--- src/rtl/clk_div_pkg.sv ---
// Shared definitions for the programmable clock-divider controller.
// Latency: n/a (types and constants only).
// Backpressure: n/a.
package clk_div_pkg;

   // Controller states; the encoding is visible to debug tooling, keep it fixed.
   typedef enum logic [1:0] {
      ST_IDLE  = 2'd0,
      ST_RUN   = 2'd1,
      ST_PEND  = 2'd2,
      ST_DRAIN = 2'd3
   } state_e;

   // Smallest legal half-period; an offered 0 is promoted to this.
   localparam int unsigned MIN_HALF = 1;

endpackage

--- src/rtl/half_cnt.sv ---
// Half-period counter with clear/enable and a registered terminal count.
// Latency: tc_o reflects the counter value and half_i loaded on the same edge.
// Backpressure: none; counts whenever enabled.
//
// Ports:
//   clk_i, rst_i : clock, synchronous active-high reset
//   clr_i        : force the counter to 0 on the next edge (wins over en_i)
//   en_i         : increment on the next edge
//   half_i       : half-period that will be active after the next edge
//   tc_o         : registered, high when count == half-1
module half_cnt #(
   parameter int unsigned CNT_W = 24
) (
   input  logic             clk_i,
   input  logic             rst_i,
   input  logic             clr_i,
   input  logic             en_i,
   input  logic [CNT_W-1:0] half_i,
   output logic             tc_o
);

   localparam logic [CNT_W-1:0] ONE = CNT_W'(1);

   logic [CNT_W-1:0] cnt_q, cnt_d;
   logic             tc_q;

   always_comb begin
      cnt_d = cnt_q;
      if (clr_i) begin
         cnt_d = '0;
      end else if (en_i) begin
         cnt_d = cnt_q + ONE;
      end
   end

   // Terminal count is computed from next-state values so it is valid in the
   // same cycle the new count/half-period become visible. Equality only: the
   // count never runs past half-1 because the controller reloads it there.
   always_ff @(posedge clk_i) begin
      if (rst_i) begin
         cnt_q <= '0;
         tc_q  <= 1'b0;
      end else begin
         cnt_q <= cnt_d;
         tc_q  <= (cnt_d == (half_i - ONE));
      end
   end

   assign tc_o = tc_q;

endmodule

--- src/rtl/clk_div_ctrl.sv ---
// Run-time controller for a square-wave divider: start/stop without runts and
// half-period updates that take effect only on output edges.
// Latency: all outputs registered; en_i to first div_out_o rise is H cycles.
// Backpressure: cfg_ready_o low while a shadowed half-period waits for an edge.
//
// Ports:
//   clk_i, rst_i           : clock, synchronous active-high reset
//   en_i                   : run request (level)
//   cfg_valid_i/cfg_half_i : offered half-period; cfg_ready_o accepts it
//   div_out_o              : divided square wave
//   tick_o                 : one-cycle strobe in the first cycle of a new level
//   running_o              : controller not idle
//   cur_half_o             : half-period currently in force
module clk_div_ctrl
   import clk_div_pkg::*;
#(
   parameter int unsigned CNT_W    = 24,
   parameter int unsigned DEF_HALF = 25_000
) (
   input  logic             clk_i,
   input  logic             rst_i,
   input  logic             en_i,
   input  logic             cfg_valid_i,
   input  logic [CNT_W-1:0] cfg_half_i,
   output logic             cfg_ready_o,
   output logic             div_out_o,
   output logic             tick_o,
   output logic             running_o,
   output logic [CNT_W-1:0] cur_half_o
);

   state_e           state_q, state_d;
   logic             div_q, div_d;
   logic             tick_q, tick_d;
   logic [CNT_W-1:0] cur_half_q, cur_half_d;
   logic [CNT_W-1:0] shadow_q, shadow_d;
   logic             pend_q, pend_d;

   logic             cnt_clr, cnt_en, tc;
   logic             hs;
   logic [CNT_W-1:0] hv;

   half_cnt #(.CNT_W(CNT_W)) u_half_cnt (
      .clk_i  (clk_i),
      .rst_i  (rst_i),
      .clr_i  (cnt_clr),
      .en_i   (cnt_en),
      .half_i (cur_half_d),
      .tc_o   (tc)
   );

   // Ready is simply "nothing pending", so it is derived from a register.
   assign hs = cfg_valid_i & ~pend_q;
   assign hv = (cfg_half_i == '0) ? CNT_W'(MIN_HALF) : cfg_half_i;

   // State register
   always_ff @(posedge clk_i) begin
      if (rst_i) begin
         state_q    <= ST_IDLE;
         div_q      <= 1'b0;
         tick_q     <= 1'b0;
         cur_half_q <= CNT_W'(DEF_HALF);
         shadow_q   <= '0;
         pend_q     <= 1'b0;
      end else begin
         state_q    <= state_d;
         div_q      <= div_d;
         tick_q     <= tick_d;
         cur_half_q <= cur_half_d;
         shadow_q   <= shadow_d;
         pend_q     <= pend_d;
      end
   end

   // Next-state logic
   always_comb begin
      state_d    = state_q;
      div_d      = div_q;
      tick_d     = 1'b0;
      cur_half_d = cur_half_q;
      shadow_d   = shadow_q;
      pend_d     = pend_q;
      cnt_clr    = 1'b0;
      cnt_en     = 1'b0;

      if (state_q == ST_IDLE) begin
         cnt_clr = 1'b1;
         div_d   = 1'b0;
         if (hs) begin
            cur_half_d = hv;
         end
         if (en_i) begin
            state_d = ST_RUN;
         end
      end else if (!en_i && !div_q) begin
         // Stopping in the low phase cannot create a runt: stop at once and
         // flush whatever value is waiting (a handshake here implies none).
         state_d = ST_IDLE;
         cnt_clr = 1'b1;
         if (pend_q) begin
            cur_half_d = shadow_q;
         end else if (hs) begin
            cur_half_d = hv;
         end
         pend_d = 1'b0;
      end else begin
         if (tc) begin
            cnt_clr = 1'b1;
            div_d   = ~div_q;
            tick_d  = 1'b1;
            // A value arriving on the edge itself governs the new half-period.
            if (pend_q) begin
               cur_half_d = shadow_q;
            end else if (hs) begin
               cur_half_d = hv;
            end
            pend_d = 1'b0;
         end else begin
            cnt_en = 1'b1;
            if (hs) begin
               shadow_d = hv;
               pend_d   = 1'b1;
            end
         end

         // With en low we only get here in the high phase: a toggle now is
         // the falling edge that completes the drain.
         if (!en_i) begin
            state_d = tc ? ST_IDLE : ST_DRAIN;
         end else begin
            state_d = pend_d ? ST_PEND : ST_RUN;
         end
      end
   end

   // Output logic
   always_comb begin
      running_o   = (state_q != ST_IDLE);
      cfg_ready_o = ~pend_q;
      div_out_o   = div_q;
      tick_o      = tick_q;
      cur_half_o  = cur_half_q;
   end

endmodule
--- config.mk ---
export PLATFORM = sky130hd
export DESIGN_NAME = clk_div_ctrl
export DESIGN_NICKNAME = d
export VERILOG_FILES = /design/src/rtl/clk_div_pkg.sv /design/src/rtl/half_cnt.sv /design/src/rtl/clk_div_ctrl.sv
export SDC_FILE = /design/constraint.sdc
export NUM_CORES = 1
export LEC_CHECK = 0
export ABC_AREA = 1
export CELL_PAD_IN_SITES_DETAIL_PLACEMENT = 1
export CELL_PAD_IN_SITES_GLOBAL_PLACEMENT = 1
export CORE_ASPECT_RATIO = 1.5
export CORE_UTILIZATION = 45
export CTS_BUF_LIST = sky130_fd_sc_hd__clkbuf_8
export DETAILED_ROUTE_END_ITERATION = 7
export PLACE_DENSITY_LB_ADDON = 0.1
export SYNTH_ARGS = -nofsm -noshare
export SYNTH_HDL_FRONTEND = slang
export SYNTH_SLANG_ARGS = --single-unit
--- constraint.sdc ---
create_clock -name clk_i -period 5.8 [get_ports clk_i]
set_input_delay 1.16 -clock clk_i [delete_from_list [all_inputs] [get_ports clk_i]]
set_output_delay 1.16 -clock clk_i [all_outputs]
set_load 0.005 [all_outputs]
==> flow_metrics.tcl, run 1 <==
set metrics [dict create \
    htree_levels 3 \
    crit_fanout 22 \
    finish.utilization_pct 53.5 \
    syn_nets 886 \
    cts-root-buf "clkbuf_8" \
    die_h_um 135 \
    die_x_um 91.0 \
    hold_buffers 0 \
    synth_edf_count 0 \
    setup-violations-final 0 \
    fin_crit_ns 4.22 \
    synth-seq-cells 78 \
    cp.buffers_inverters 4 \
    worstSkewPairLatency_ns 0.38 \
    dr.pass1.iters 4 \
    slowest_stage "clkdlybuf4s50_1" \
    grt_max_degree 48 \
    holdPathStages 2 \
    rsz0062_at_grt "false" \
    first_iter_violations 210 \
    crit_family "simple AND/OR/NAND/NOR gates" \
    cts_resized 0 \
    pre_cts_slack_ns 1.23 \
    ys.warnings.count 0 \
    syn_to_final_growth_pct 15.4 \
    worstPathCellList "clkdlybuf4s50_1 > inv_2 > nand2_4 > nand3_2 > o21ai_1 > inv_1 > a21oi_1 > ha_1 > nand3_1 > inv_2 > nand2_1 > nor3_2 > nand3_1 > nand2_1 > nand2_1 > nor2_1 > nand3_1 > nor2_1" \
    hold_path_end "shadow_q[3]$_SDFFE_PP0P_" \
    avgSynthCellArea_um2 6.24 \
    grt_pass1_wl_um 30200 \
    ir_worst_vdd_uv 129 \
    finalPower_mw 1.44 \
    reg2reg_depth 17 \
    synth_top_area_share_pct 29.2 \
    synth_commonest_cells "nand2_1 (223), nor2_1 (145), inv_1 (88), nand3_1 (82), dfxtp_1 (78)" \
    slowest_delay_ns 0.49 \
    synth_most_common_cell "nand2_1" \
    grt_pass1_vias 6024 \
    grt_overflow 0 \
    status "finished, final reports clean" \
    worst_slack_ns 1.58 \
    cap_violations 0 \
    min_period_over_period_pct 72.8 \
    port_buffers 55 \
    antenna_found_initial 0 \
    ys_seq_area_share_pct 29.2 \
    cts_setup_buffers 0 \
    required_ns 6.12 \
    yosys-top-cells-area "dfxtp_1 (29%), nand2_1 (16%), nor2_1 (10%)" \
    p_per_area_nw_per_um2 233 \
    cts.sinks 78 \
    fin_tns_setup_ns 0 \
    ios 56 \
    vias_per_cell 5.50 \
    cp.arrival_ns 4.54 \
    hold_path_class "register to register" \
    ant_nets 0 \
    netlist_instances 856 \
    numCtsBuffers 9 \
    fmax_mhz 237 \
    core.rowCount 48 \
    clk_pin_slew_ns 0.09 \
    num-nets-final 929 \
    cts_tree "yes" \
    core-area_um2 11500 \
    async_flop_share_pct 0 \
    timing.rr.start "state_q[1]$_SDFFE_PP0P_" \
    totalWireLength_um 19100 \
    hold_viol 0 \
    avgRoutedWirePerCell_um 18.1 \
    worstMarginPinSlew_ns 0.745 \
    synth_top_area_cell "dfxtp_1" \
    layout-drive-gt1-share_pct 9.96 \
    clk_path_buf_depth 2 \
    r2r_end "u_half_cnt.tc_o$_SDFF_PP0_" \
    dp_hpwl_um 14700 \
    regToRegSetupSlack_ns 2.26 \
    num_vias 5802 \
    critPathKind "primary input to register" \
    fin_worst_skew_ns 0.00978 \
    start_util_pct 46.3 \
    grt_usage_pct 32.0 \
    finalMaxSlewViolations 0 \
    die_area_um2 12300 \
    n_antenna_cell 0 \
    drc 0 \
    synth.distinct_cells 43 \
    ys.flop_type "dfxtp_1" \
    slew_headroom_pct 50.3 \
    leakage_nw 2.74 \
    netlist_area_um2 5340 \
    critPathCaptureType "register" \
    cp-start-kind "primary input" \
    holdWs_ns 0.482 \
    worstHoldStart "shadow_q[3]$_SDFFE_PP0P_" \
    gp_congestion 0.940 \
]
-- tightest hold or removal path, cell delays in order, from the launching register on --
cell,delay [ns]
dfxtp_1,0.31
inv_1,0.06
a211oi_1,0.07
-- sequential cells by signal, summed over array words and instances (netlist names) --
| signal | count |
|---|---|
| shadow_q | 24 |
| state_q | 2 |
| cur_half_o | 24 |
| u_half_cnt.cnt_q | 24 |
| pend_q | 1 |
| u_half_cnt.tc_o | 1 |
| tick_o | 1 |
| div_out_o | 1 |
-- per-stage QoR --
step                std cells  cell area (um2)
floorplan                 856             5340
global placement         1038             5930
detailed placement       1038             5930
CTS                      1054             6170
global route             1054             6170
finish                   1054             6170
-- placed cells by master, fill, tap and decap left out, types with 7 or more instances in the layout --
| cell | netlist | routed |
|---|---|---|
| nand3_1 | 82 | 82 |
| clkdlybuf4s50_1 | 0 | 54 |
| o21ai_0 | 31 | 31 |
| inv_2 | 10 | 10 |
| a21oi_1 | 23 | 23 |
| nand2_1 | 223 | 223 |
| nor2_4 | 7 | 7 |
| xnor2_1 | 12 | 12 |
| nor2_2 | 10 | 11 |
| nand4_1 | 22 | 22 |
| inv_1 | 88 | 88 |
| nor3_1 | 12 | 12 |
| clkbuf_8 | 0 | 10 |
| nor2_1 | 145 | 144 |
| xor2_1 | 20 | 20 |
| dfxtp_1 | 78 | 78 |
| nand2_2 | 17 | 17 |
-- cell type report --
class / instances / area [um2]
clock inverters: 6 / 93.8
fillers: 1627 / 5370
multi-input cells: 651 / 3230
flip-flops and latches: 78 / 1560
well taps: 150 / 188
repair buffers: 59 / 576
clock buffers: 10 / 138
inverters: 100 / 380
-- metal layers --
layer | part of all wire (%) | GRT usage [%] | wire (um)
met1 | 38 | 32.9 | 7210
met2 | 52 | 59.0 | 9990
met3 | 3.0 | 3.48 | 579
met4 | 6.8 | 24.5 | 1290
met5 | 0 | 0 | 0
-- worst max-delay path by stage --
stage               from                          to  slack (ns)  cells past startpoint
detailed placement  en_i  u_half_cnt.tc_o$_SDFF_PP0_        1.23                     18
finish              en_i  u_half_cnt.tc_o$_SDFF_PP0_        1.58                     18
CTS                 en_i  u_half_cnt.tc_o$_SDFF_PP0_        1.53                     16
global placement    en_i  u_half_cnt.tc_o$_SDFF_PP0_        1.46                     18
global route        en_i  u_half_cnt.tc_o$_SDFF_PP0_        1.33                     16
floorplan           en_i  u_half_cnt.tc_o$_SDFF_PP0_        2.66                     20
-- cells by family (layout without fill, tap and decap cells) --
family / count (synthesis) / in the layout / synth area share [%]
xor+xnor: 32 / 32 / 5.25
compound gates: 74 / 74 / 8.08
flops: 78 / 78 / 29.2
simple gates: 543 / 543 / 46.6
fa+ha+maj: 2 / 2 / 0.468
buf+inv: 127 / 175 / 10.4
-- where the power goes --
part	total [mW]	internal (mW)	switching, mW
Clock	0.487	0.257	0.229
Combinational	0.371	0.132	0.239
Sequential	0.581	0.559	0.0213
Power figures use the tool's default switching activity.
==> inputs of run 2 (changes only) <==
--- a/config.mk
+++ b/config.mk
@@ -9,7 +9,7 @@
 export CELL_PAD_IN_SITES_DETAIL_PLACEMENT = 1
 export CELL_PAD_IN_SITES_GLOBAL_PLACEMENT = 1
 export CORE_ASPECT_RATIO = 1.5
-export CORE_UTILIZATION = 45
+export CORE_UTILIZATION = 37
 export CTS_BUF_LIST = sky130_fd_sc_hd__clkbuf_8
 export DETAILED_ROUTE_END_ITERATION = 7
 export PLACE_DENSITY_LB_ADDON = 0.1
==> constraint.sdc (replaced) <==
create_clock -name clk_i -period 3.8 [get_ports clk_i]
set_input_delay 0.76 -clock clk_i [delete_from_list [all_inputs] [get_ports clk_i]]
set_output_delay 0.76 -clock clk_i [all_outputs]
set_load 0.005 [all_outputs]
==> run 2 against run 1 <==
Power rose by 46%. Design area increased by 1.9%. Sequential power grew 52%. Clock skew rose by 0.0014 ns. Clock power up 30%. Sequential cell count is the same. Combinational power rose by 55%. Largest cell class unchanged.
==> flow_metrics.tcl, run 2 (same netlist as run 1, synthesis figures left out) <==
set metrics [dict create \
    htree_levels 3 \
    n_fill_cell 1948 \
    crit_fanout 19 \
    timing.rr.start "pend_q$_SDFFE_PP0N_" \
    cap_violations 0 \
    mostFrequentLayoutCells "nand2_1 (223), nor2_1 (144), inv_1 (90)" \
    port_buffers 55 \
    die_area_um2 14900 \
    antenna_found_initial 0 \
    worstSkewPairLatency_ns 0.36 \
    core.rowCount 53 \
    grt_overflow 0 \
    setup-violations-final 0 \
    n_antenna_cell 0 \
    die_h_um 149 \
    cts_tree "yes" \
    p_per_area_nw_per_um2 334 \
    cp.arrival_ns 3.71 \
    regArea_um2 1560 \
    worstMarginPinSlew_ns 0.861 \
    worstSetupPathDepth 16 \
    cts_resized 0 \
    hold_viol 0 \
    syn_to_final_growth_pct 17.6 \
    regToRegSetupSlack_ns 0.41 \
    die_x_um 100 \
    clk_path_buf_depth 2 \
    dp_hpwl_um 15900 \
    vias_per_cell 5.12 \
    hold_buffers 0 \
    worstPathCellList "clkdlybuf4s50_1 > buf_4 > nand2_4 > buf_4 > nand2_1 > nand2_1 > a21oi_1 > o21ai_1 > nand2_1 > nor2_1 > nand2_1 > nor3_2 > nand2_1 > xor2_1 > nand4_1 > nor2_1" \
    fin_tns_setup_ns 0 \
    ir_worst_vdd_uv 170 \
    ios 56 \
    first_iter_violations 116 \
    required_ns 4.10 \
    worst_path_most_repeated_cell "nand2_1" \
    slew_headroom_pct 42.0 \
    clk_pin_slew_ns 0.09 \
    layout-drive-gt1-share_pct 11.1 \
    start_util_pct 38.0 \
    cp.buffers_inverters 3 \
    cts-root-buf "clkbuf_8" \
    grt_usage_pct 28.0 \
    grt_pass1_wl_um 31600 \
    finalMaxSlewViolations 0 \
    r2r_end "u_half_cnt.tc_o$_SDFF_PP0_" \
    reg2reg_depth 15 \
    placed_area_um2 6090 \
    multi_input_area_um2 3230 \
    final_cells 1110 \
    gp_congestion 0.858 \
    fin_worst_skew_ns 0.0112 \
    mostFrequentLayoutCell "nand2_1" \
    fin_crit_ns 3.42 \
    holdPathStages 2 \
    status "finished, final reports clean" \
    totalWireLength_um 19700 \
    holdWs_ns 0.493 \
    cp-start-kind "primary input" \
    drc 0 \
    cts.sinks 78 \
    critPathCaptureType "register" \
    postLayoutCellArea_um2 6280 \
    slowest_delay_ns 0.44 \
    crit_start "cfg_valid_i" \
    crit_family "simple AND/OR/NAND/NOR gates" \
    fmax_mhz 293 \
    core-area_um2 14100 \
    grt_max_degree 47 \
    numCtsBuffers 9 \
    grt_pass1_vias 6052 \
    dp.cells 1094 \
    num-nets-final 943 \
    min_period_over_period_pct 89.9 \
    leakage_nw 2.80 \
    ant_nets 0 \
    hold_path_class "register to register" \
    critPathKind "primary input to register" \
    rsz0062_at_grt "false" \
    cts_setup_buffers 0 \
    avgRoutedWirePerCell_um 17.8 \
    slowest_stage "clkdlybuf4s50_1" \
    dr.pass1.iters 5 \
    crit_path_end "u_half_cnt.tc_o$_SDFF_PP0_" \
    num_vias 5688 \
]
[run 2: changes by cell type in the layout (fill, tap and decap cells not counted)]
cell	previous run	this run
buf_4	4	18
clkbuf_2	1	0
clkinv_2	0	1
buf_2	0	1
clkbuf_8	10	9
inv_6	2	1
inv_1	88	90
bufinv_16	2	1
[run 2: per-layer routing]
metal,track usage (%),up-vias,wire (um)
li1,-,2818,-
met4,13.6,0,901
met2,53.0,109,10500
met3,2.81,45,387
met5,0,-,0
met1,30.6,2716,7900
[run 2: how the worst min path moves through the flow]
stage,startpoint,end
floorplan,shadow_q[3]$_SDFFE_PP0P_,shadow_q[3]$_SDFFE_PP0P_
global placement,shadow_q[3]$_SDFFE_PP0P_,shadow_q[3]$_SDFFE_PP0P_
detailed placement,shadow_q[3]$_SDFFE_PP0P_,shadow_q[3]$_SDFFE_PP0P_
CTS,shadow_q[3]$_SDFFE_PP0P_,shadow_q[3]$_SDFFE_PP0P_
global route,shadow_q[3]$_SDFFE_PP0P_,shadow_q[3]$_SDFFE_PP0P_
finish,shadow_q[3]$_SDFFE_PP0P_,shadow_q[3]$_SDFFE_PP0P_
[run 2: worst min-delay path: stages, from the launching register on]
cell      delay, ns
dfxtp_1        0.31
inv_1          0.07
a211oi_1       0.07
[run 2: per-stage QoR]
stage / total power, mW / utilization, % / setup WS [ns]
floorplan: 1.26 / - / 1.06
global placement: 1.46 / 43.3 / 0.0508
detailed placement: 1.48 / 43.3 / -0.0492
CTS: 2.11 / 44.7 / 0.335
global route: 2.22 / 44.7 / 0.180
finish: 2.10 / 44.7 / 0.385
[run 2: where the power goes]
part	internal (mW)	total (mW)	switching, mW
sequential	0.854	0.886	0.0322
clock	0.300	0.634	0.334
combinational	0.213	0.576	0.363
total	1.37	2.10	0.730
[run 2: layout make-up]
type                       count  share of cell area (%)
sequential                    78                    24.9
clock inverter                 7                    1.08
multi-input combinational    651                    51.4
timing repair buffer          73                    10.8
tap                          192                    3.82
inverter                     100                    6.05
clock buffer                   9                    1.97
